### src/rtl/keypad_pkg.sv
// Shared types and constants for the 4x4 keypad scanner.
package keypad_pkg;

    localparam int NUM_ROWS = 4;
    localparam int NUM_COLS = 4;
    localparam int CODE_W   = 4;
    localparam logic [NUM_ROWS-1:0] ROWS_IDLE = 4'hF;

    typedef enum logic [1:0] {
        StScan,
        StDebounce,
        StPressed
    } state_e;

    typedef logic [CODE_W-1:0] key_code_t;

    // Index of the lowest active-low row; rows must not be all idle.
    function automatic logic [1:0] lowest_low(input logic [NUM_ROWS-1:0] rows);
        lowest_low = 2'd0;
        for (int i = NUM_ROWS - 1; i >= 0; i--) begin
            if (!rows[i]) lowest_low = 2'(i);
        end
    endfunction

endpackage

### src/rtl/scan_tick_gen.sv
// Free-running divider: one-cycle tick every SCAN_DIV clkin cycles.
module scan_tick_gen #(
    parameter int unsigned SCAN_DIV = 50000
) (
    input  logic clkin,
    input  logic rst_n,
    output logic tick
);

    localparam int unsigned DivW = (SCAN_DIV > 1) ? $clog2(SCAN_DIV) : 1;
    localparam logic [DivW-1:0] DivMax = DivW'(SCAN_DIV - 1);

    logic [DivW-1:0] div_q, div_d;

    assign tick = (div_q == DivMax);

    always_comb begin
        div_d = tick ? '0 : div_q + 1'b1;
    end

    always_ff @(posedge clkin or negedge rst_n) begin
        if (!rst_n) div_q <= '0;
        else        div_q <= div_d;
    end

endmodule

### src/rtl/keypad_scan.sv
// 4x4 keypad scanner with press/release debounce.
// Optional auto-repeat while held is built when KEY_REPEAT_EN is defined.
module keypad_scan
    import keypad_pkg::*;
#(
    parameter int unsigned SCAN_DIV       = 50000,
    parameter int unsigned DEBOUNCE_TICKS = 4,
    parameter int unsigned REPEAT_DELAY   = 500,
    parameter int unsigned REPEAT_RATE    = 100
) (
    input  logic                clkin,
    input  logic                rst_n,
    input  logic [NUM_ROWS-1:0] row,
    output logic [NUM_COLS-1:0] col,
    output key_code_t           key_code,
    output logic                key_valid,
    output logic                key_pressed
);

    localparam int unsigned CntW = $clog2(DEBOUNCE_TICKS + 1);
    localparam logic [CntW-1:0] CntMax = CntW'(DEBOUNCE_TICKS);

    logic                tick;
    logic [NUM_ROWS-1:0] row_meta_q, row_s_q;
    state_e              state_q, state_d;
    logic [1:0]          col_idx_q, col_idx_d, row_idx_q, row_idx_d;
    logic [CntW-1:0]     cnt_q, cnt_d, rel_q, rel_d;
    key_code_t           key_code_q, key_code_d;
    logic                valid_q, valid_d, pressed_q, pressed_d;
    logic                accept, repeat_pulse;
    logic [1:0]          acc_row;

    scan_tick_gen #(
        .SCAN_DIV(SCAN_DIV)
    ) u_tick (
        .clkin(clkin),
        .rst_n(rst_n),
        .tick (tick)
    );

    always_comb begin
        state_d    = state_q;
        col_idx_d  = col_idx_q;
        row_idx_d  = row_idx_q;
        cnt_d      = cnt_q;
        rel_d      = rel_q;
        key_code_d = key_code_q;
        pressed_d  = pressed_q;
        valid_d    = 1'b0;
        accept     = 1'b0;
        acc_row    = row_idx_q;
        unique case (state_q)
            StScan: if (tick) begin
                if (row_s_q == ROWS_IDLE) begin
                    col_idx_d = col_idx_q + 2'd1;
                end else begin
                    row_idx_d = lowest_low(row_s_q);
                    acc_row   = row_idx_d;
                    cnt_d     = CntW'(1);
                    if (DEBOUNCE_TICKS <= 1) accept = 1'b1;
                    else                     state_d = StDebounce;
                end
            end
            StDebounce: if (tick) begin
                if (!row_s_q[row_idx_q]) begin
                    cnt_d = cnt_q + 1'b1;
                    if (cnt_d == CntMax) accept = 1'b1;
                end else begin
                    state_d   = StScan;
                    col_idx_d = col_idx_q + 2'd1;
                end
            end
            StPressed: if (tick) begin
                if (!row_s_q[row_idx_q]) begin
                    rel_d = '0;
                end else begin
                    rel_d = rel_q + 1'b1;
                    if (rel_d == CntMax) begin
                        pressed_d = 1'b0;
                        state_d   = StScan;
                        col_idx_d = col_idx_q + 2'd1;
                    end
                end
                // A repeat due on the same tick the release is accepted is dropped.
                if (state_d == StPressed && repeat_pulse) valid_d = 1'b1;
            end
            default: state_d = StScan;
        endcase
        if (accept) begin
            key_code_d = {acc_row, col_idx_q};
            valid_d    = 1'b1;
            pressed_d  = 1'b1;
            rel_d      = '0;
            state_d    = StPressed;
        end
    end

`ifdef KEY_REPEAT_EN
    localparam int unsigned HoldW = $clog2(REPEAT_DELAY + 1);
    localparam int unsigned RateW = $clog2(REPEAT_RATE + 1);
    localparam logic [HoldW-1:0] HoldMax = HoldW'(REPEAT_DELAY);
    localparam logic [RateW-1:0] RateMax = RateW'(REPEAT_RATE);

    logic [HoldW-1:0] hold_q, hold_d;
    logic [RateW-1:0] rate_q, rate_d;

    // Hold timer saturates at REPEAT_DELAY; the rate timer then takes over.
    always_comb begin
        hold_d       = hold_q;
        rate_d       = rate_q;
        repeat_pulse = 1'b0;
        if (state_q != StPressed) begin
            hold_d = '0;
            rate_d = '0;
        end else if (tick) begin
            if (hold_q != HoldMax) begin
                hold_d       = hold_q + 1'b1;
                repeat_pulse = (hold_d == HoldMax);
            end else begin
                rate_d = rate_q + 1'b1;
                if (rate_d == RateMax) begin
                    rate_d       = '0;
                    repeat_pulse = 1'b1;
                end
            end
        end
    end

    always_ff @(posedge clkin or negedge rst_n) begin
        if (!rst_n) begin
            hold_q <= '0;
            rate_q <= '0;
        end else begin
            hold_q <= hold_d;
            rate_q <= rate_d;
        end
    end
`else
    logic unused_repeat;
    assign unused_repeat = ^{REPEAT_DELAY, REPEAT_RATE};
    assign repeat_pulse  = 1'b0;
`endif

    always_ff @(posedge clkin or negedge rst_n) begin
        if (!rst_n) begin
            row_meta_q <= ROWS_IDLE;
            row_s_q    <= ROWS_IDLE;
            state_q    <= StScan;
            col_idx_q  <= 2'd0;
            row_idx_q  <= 2'd0;
            cnt_q      <= '0;
            rel_q      <= '0;
            key_code_q <= '0;
            valid_q    <= 1'b0;
            pressed_q  <= 1'b0;
        end else begin
            row_meta_q <= row;
            row_s_q    <= row_meta_q;
            state_q    <= state_d;
            col_idx_q  <= col_idx_d;
            row_idx_q  <= row_idx_d;
            cnt_q      <= cnt_d;
            rel_q      <= rel_d;
            key_code_q <= key_code_d;
            valid_q    <= valid_d;
            pressed_q  <= pressed_d;
        end
    end

    assign col         = ~(4'b0001 << col_idx_q);
    assign key_code    = key_code_q;
    assign key_valid   = valid_q;
    assign key_pressed = pressed_q;

endmodule

### config.mk
export PLATFORM = sky130hd
export DESIGN_NAME = keypad_scan
export DESIGN_NICKNAME = d
export VERILOG_FILES = /design/src/rtl/keypad_pkg.sv /design/src/rtl/scan_tick_gen.sv /design/src/rtl/keypad_scan.sv
export SDC_FILE = /design/constraint.sdc
export NUM_CORES = 1
export LEC_CHECK = 0
export ABC_AREA = 1
export CAP_MARGIN = 20
export CORE_ASPECT_RATIO = 0.75
export CORE_MARGIN = 2
export CORE_UTILIZATION = 40
export CTS_BUF_LIST = sky130_fd_sc_hd__clkbuf_16
export CTS_CLUSTER_DIAMETER = 100
export DETAILED_ROUTE_END_ITERATION = 10
export PLACE_DENSITY = 0.57
export SYNTH_ARGS = -nofsm -noshare
export SYNTH_HDL_FRONTEND = slang
export SYNTH_HIERARCHICAL = 1
export SYNTH_SLANG_ARGS = --single-unit
export TNS_END_PERCENT = 20
### constraint.sdc
create_clock -name clkin -period 2.3 [get_ports clkin]
set_input_delay 0.46 -clock clkin [delete_from_list [all_inputs] [get_ports clkin]]
set_output_delay 0.46 -clock clkin [all_outputs]
set_load 0.05 [all_outputs]
== Word-level counts from Yosys, hierarchy flattened ==
Index checks and enable logic that the tools add are counted.
Storage, ports and cells
  output and inout bits: 10
  bits in registers: 42
  logic and storage cells: 98
  bits of input ports: 6
Cells by class
  reduce and logical (&&, ||, !) cells: 12
  magnitude comparators: 1
  equality and inequality tests: 22
  mux-type cells: 46
  shift-type cells: 1
  bitwise operators: 1
  $add $sub $neg: 4
Operator list (number)
  $mux W2: 22
  $mux W3: 8
  $add A16 B1 Y16 const B: 1
  $eq A16 B16 Y1 const B: 1
  $mux W16: 1
  $ne A2 B2 Y1 const B: 6
  $ne A3 B3 Y1 const B: 4
  $pmux W2 S3: 2
  $mux W1: 11
  $reduce_bool A2 Y1: 5
  $ne A3 B2 Y1 const B: 3
  $reduce_and A8 Y1: 1
  $reduce_and A7 Y1: 1
  $add A3 B1 Y3 const B: 2
  $eq A3 B3 Y1 const B: 2
  $ne A2 B1 Y1 const B: 3
  $pmux W3 S2: 1
  $reduce_and A5 Y1: 1
  $eq A4 B4 Y1 const B: 1
  $not A4 Y4: 1
  $reduce_and A4 Y1: 1
  $shl A1 B2 Y4 const A: 1
  $lt A2 B3 Y1 const B: 1
  $reduce_bool A3 Y1: 1
  6 further kinds: 6

== Longest topological paths before layout ==
  word-level depth: 8
  mapped depth: 14
  depth with buffers taken out: 13

== Cells and area by module ==
The synthesis kept the hierarchy.
By module, submodules not included
  keypad_scan: sequential area each 660.6 sq um, area each 1265.0 sq um, times used 1, cells each 144
  scan_tick_gen: sequential area each 400.4 sq um, area each 889.6 sq um, times used 1, cells each 120

== Worst setup path before layout ==
No wires, ideal clock.
  path type: reg-to-reg
  start: register u_tick.div_q[0]
  end: register key_code_q[3] (netlist: key_code[3])
  setup time: 0.127 ns
  data required time: 2.173 ns
  clock period less this slack: 1.869 ns
  buffers on the path: 2
  stages on the path, launching flop included: 13
  setup slack: 0.431 ns
  data arrival time: 1.742 ns
  path through: dfrtp_1 ha_1 nand3_1 nor2_1 nand2_2 inv_2 buf_4 nand2_1 nor2_1 nand3_4 buf_6 nand2_1 o21ai_1
On the way
  cells in the longest elaborated chain, start to end: 3
  elaborated cells on any way between the ends: 5
  those cells by class: eq/ne: 1; mux: 4
Ends and longest elaborated chain
  start: declaration: RTL line scan_tick_gen.sv:13  | logic [DivW-1:0] div_q, div_d;
  start signal: assignment: RTL line scan_tick_gen.sv:23  | else div_q <= div_d;
  $eq A16 B16 Y1 (*): RTL line scan_tick_gen.sv:15  | assign tick = (div_q == DivMax);
  net tick: RTL line keypad_scan.sv:23  | logic tick;
  $mux W2 / $mux W1 (equally long branches): RTL line keypad_scan.sv:53, keypad_scan.sv:64
  $mux W2 / $mux W1 (equally long branches)
  end signal: assignment: RTL line keypad_scan.sv:164  | key_code_q <= key_code_d;
  end: declaration: RTL line keypad_scan.sv:28  | key_code_t key_code_q, key_code_d;
Mark *: on every way through the listed nets, which the timed path passes. The rest lies on a longest branch.
A chain may end at the register's enable or synchronous reset.

== Worst setup path after layout ==
  start: register col_idx_q[0]
  end: output port col[3]
On the way
  cells in the longest elaborated chain, start to end: 2
Ends and longest elaborated chain
  start: declaration: RTL line keypad_scan.sv:26  | logic [1:0] col_idx_q, col_idx_d, row_idx_q, row_idx_d;
  start signal: assignment: RTL line keypad_scan.sv:160  | col_idx_q <= col_idx_d;
  $shl A1 B2 Y4: RTL line keypad_scan.sv:170  | assign col = ~(4'b0001 << col_idx_q);
  $not A4 Y4: RTL line keypad_scan.sv:170
  end: declaration: RTL line keypad_scan.sv:14  | output logic [NUM_COLS-1:0] col,
No other way between the ends.

==> impl_summary.log <==
INFO  metric run_status = finished, final reports clean
INFO  metric clock_buffers_created_by_tritoncts = 5
INFO  metric final_cell_count_no_fill = 362
INFO  metric placeableCoreArea = 0.00527 sq mm
INFO  metric holdCritPathClass = primary input to async pin
INFO  metric dominantRegCellSynth = sky130_fd_sc_hd__dfrtp_1
INFO  metric final_cell_mix = sky130_fd_sc_hd__nand2_1 (79), sky130_fd_sc_hd__inv_1 (38), sky130_fd_sc_hd__dfrtp_1 (34)
INFO  metric period_needed = 2.21 ns
INFO  metric grt_first_pass_wirelength = 6620 um
INFO  metric fin_setup_tns = 0 ns
INFO  metric layout_commonest_cell = sky130_fd_sc_hd__nand2_1
INFO  metric place.gp.congestion = 0.839
INFO  metric final-max-slew-violation-count = 0
INFO  metric initial_utilization = 40.9%
INFO  metric detailedRoute.firstIterationViolations = 87
INFO  metric via_count = 1,600
INFO  metric setup_slack = 0.0918 ns
INFO  metric achievable-frequency = 453 MHz
INFO  metric area.growth.synth_to_final = 17.4%
INFO  metric max_cap_violations = 0
INFO  metric placed_area = 0.00238 sq mm
INFO  metric maxSlewHeadroom = 65.9%
INFO  metric routed-wl-met2 = 1430 um
INFO  metric leakagePower = 1.29 nW
INFO  metric drc = 0
INFO  metric cts_htree_levels = 2
INFO  metric timing.final.hold_violations = 0
INFO  metric critical_path.max_stage_delay = 0.79 ns
INFO  metric synthesis.area_per_instance = 8.16 sq um
INFO  metric synth_sequential_area_ratio = 49.2%
INFO  metric number_of_placed_cells_counting_well_taps = 354
INFO  metric critical_path.max_fanout = 4
INFO  metric top_layer_used = met4
INFO  metric clock_insertion_delay_worst_skew = 0.28 ns
INFO  metric timing.critical_path.slowest_stage_cell = sky130_fd_sc_hd__clkdlybuf4s50_1
INFO  metric finalSetupViolations = 0
INFO  metric crit_buf_inv = 2
INFO  metric grt_antenna_before_repair = 0
INFO  metric final.setup_skew = 0.00835 ns
INFO  metric grt_setup_unrepaired = false
INFO  metric max-clock-path-buffers = 2
INFO  metric route.antenna.remaining_nets = 0
INFO  metric library_cells_used_by_synthesis = 27
INFO  metric first_global_vias = 1,508
INFO  metric antenna-diode-count = 0
INFO  metric wire_per_inst = 10.2 um
INFO  metric hold_ws = 0.230 ns
INFO  metric numPortBuffers = 15
INFO  metric syn-cell-area = 0.00215 sq mm
INFO  metric postSynthRegisterBits = 42
INFO  metric grt_max_degree = 43
INFO  metric synthesis.instances = 264
INFO  metric numClockSinks = 42
INFO  metric pwr_density_cell = 576 mW/mm^2
INFO  metric die-area = 0.00600 sq mm
INFO  metric groute.usage.overall = 14.5%
INFO  metric detail_route.vias_per_cell = 4.42
INFO  metric wirelength = 3690 um
INFO  metric synth-edff-count = 0
INFO  metric synthesis.yosys.warnings = 6
INFO  metric dieHeight = 67.6 um
INFO  metric total_of_hold_buffers_inserted_after_clock_tree_synthesis = 0
INFO  metric met1_length = 2040 um
INFO  metric crit_end_element = output port
INFO  metric worst_ep_arrival_time = 1.75 ns
INFO  metric postLayoutCellArea = 0.00253 sq mm
INFO  metric floorplan.die.width = 88.7 um
INFO  metric post-route-period-util = 96.0%
INFO  metric timing.critical_path.max_delay_family = buffers and inverters
INFO  metric asyncSetResetFlopFracSynth = 100%
INFO  metric global_route.overflow_total = 0
INFO  metric tightest_slew = 0.512 ns
INFO  metric worstPathCellList = ha_1 > inv_1 > clkdlybuf4s50_1
INFO  metric cts_root_buf = sky130_fd_sc_hd__clkbuf_16
INFO  metric clock_tree_from_tritoncts = done
INFO  metric post-place-ws = 0.321 ns
INFO  metric dpl.hpwl = 2720 um
INFO  metric ioPinCount = 16
INFO  metric worstSetupStartpointType = register
INFO  metric worst-setup-path-type = register to output port
INFO  metric final_core_util = 48.0%
INFO  metric power.total = 1.46 mW
INFO  metric final_net_count = 301
INFO  metric timing.critical_path.required = 1.84 ns
INFO  metric routed-wl-met3 = 164 um
INFO  metric clk_transition_reported_paths = 0.06 ns
INFO  metric synthesis.nets = 279
INFO  metric final_layout_size_suffix_gt1_share = 15.3%
INFO  metric vdd_drop_max = 0.360 mV
INFO  metric rows = 23
INFO  metric drt_pass1_iterations = 4
==> path summary, 6_finish.rpt <==
check | from | end | cells after the start | slack (ns)
max reg2reg | u_tick/div_q[0] | rel_q[1] | 12 | 0.31
min in group clkin | row_meta_q[0] | row_s_q[0] | 0 | 0.35
max in group asynchronous | rst_n | row_meta_q[3] | 2 | 1.69
min | rst_n | u_tick/div_q[5] | 2 | 0.23
max | col_idx_q[0] | col[3] | 3 | 0.09
min reg2reg | row_meta_q[0] | row_s_q[0] | 0 | 0.35
==> logic make-up (layout without fill, tap and decap cells) <==
kind of cell / Yosys count / count (layout) / share of synthesized area [%]
AND/OR/NAND/NOR: 143 / 143 / 29.6
buffers and inverters: 44 / 67 / 8.19
flip-flops: 42 / 42 / 49.2
AO/OA/AOI/OAI: 21 / 21 / 5.69
adder cells (fa/ha/maj): 9 / 9 / 5.23
XOR/XNOR: 5 / 5 / 2.03
==> routing by layer <==
layer  global-route usage, %  vias up
met5                       0        -
li1                        -      858
met2                    19.4       33
met1                    22.1      704
met3                    3.67        5
met4                    5.68        0
==> cell type report <==
class                      count  area [sq um]
tap                           75          93.8
clock inverter                 3          17.5
timing repair buffer          17           158
inverter                      42           158
sequential                    42          1060
multi-input combinational    178           917
fill                         514          2740
clock buffer                   5           125
==> power breakdown <==
part / switching (mW) / leakage (nW) / internal, mW / total (mW)
Combinational: 0.0224 / 0.671 / 0.0116 / 0.0340
Sequential: 0.00338 / 0.545 / 0.752 / 0.755
Clock: 0.270 / 0.0750 / 0.397 / 0.667
==> cell usage after synthesis, types with 2 or more instances <==
| library cell | instances | area [sq um] |
|---|---|---|
| sky130_fd_sc_hd__o21ai_0 | 6 | 30.0 |
| sky130_fd_sc_hd__o21ai_1 | 4 | 20.0 |
| sky130_fd_sc_hd__nand2_1 | 79 | 297 |
| sky130_fd_sc_hd__nor3_1 | 2 | 10.0 |
| sky130_fd_sc_hd__dfrtp_1 | 34 | 851 |
| sky130_fd_sc_hd__nor2_1 | 30 | 113 |
| sky130_fd_sc_hd__ha_1 | 9 | 113 |
| sky130_fd_sc_hd__nand3_2 | 3 | 30.0 |
| sky130_fd_sc_hd__nand4_1 | 2 | 12.5 |
| sky130_fd_sc_hd__o21ai_2 | 3 | 26.3 |
| sky130_fd_sc_hd__inv_1 | 37 | 139 |
| sky130_fd_sc_hd__inv_2 | 4 | 15.0 |
| sky130_fd_sc_hd__o21bai_1 | 2 | 15.0 |
| sky130_fd_sc_hd__dfstp_2 | 8 | 210 |
| sky130_fd_sc_hd__xor2_1 | 5 | 43.8 |
| sky130_fd_sc_hd__nor2_2 | 5 | 31.3 |
| sky130_fd_sc_hd__a21oi_1 | 5 | 25.0 |
| sky130_fd_sc_hd__nand3_1 | 12 | 60.1 |
| sky130_fd_sc_hd__nand2_2 | 6 | 37.5 |
==> state kept, by name (all words and copies together), names as in the netlist <==
register / count
cnt_q: 3
key_code: 4
row_meta_q: 4
state_q: 2
col_idx_q: 2
rel_q: 3
row_idx_q: 2
row_s_q: 4
u_tick/div_q: 16
key_pressed: 1
key_valid: 1
==> repair_timing <==
item / CTS / global route
resized for setup: 0 / 1
buffers inserted: 0 / 0
setup endpoints to repair: 0 / 1
(Power assumes the default switching activity.)
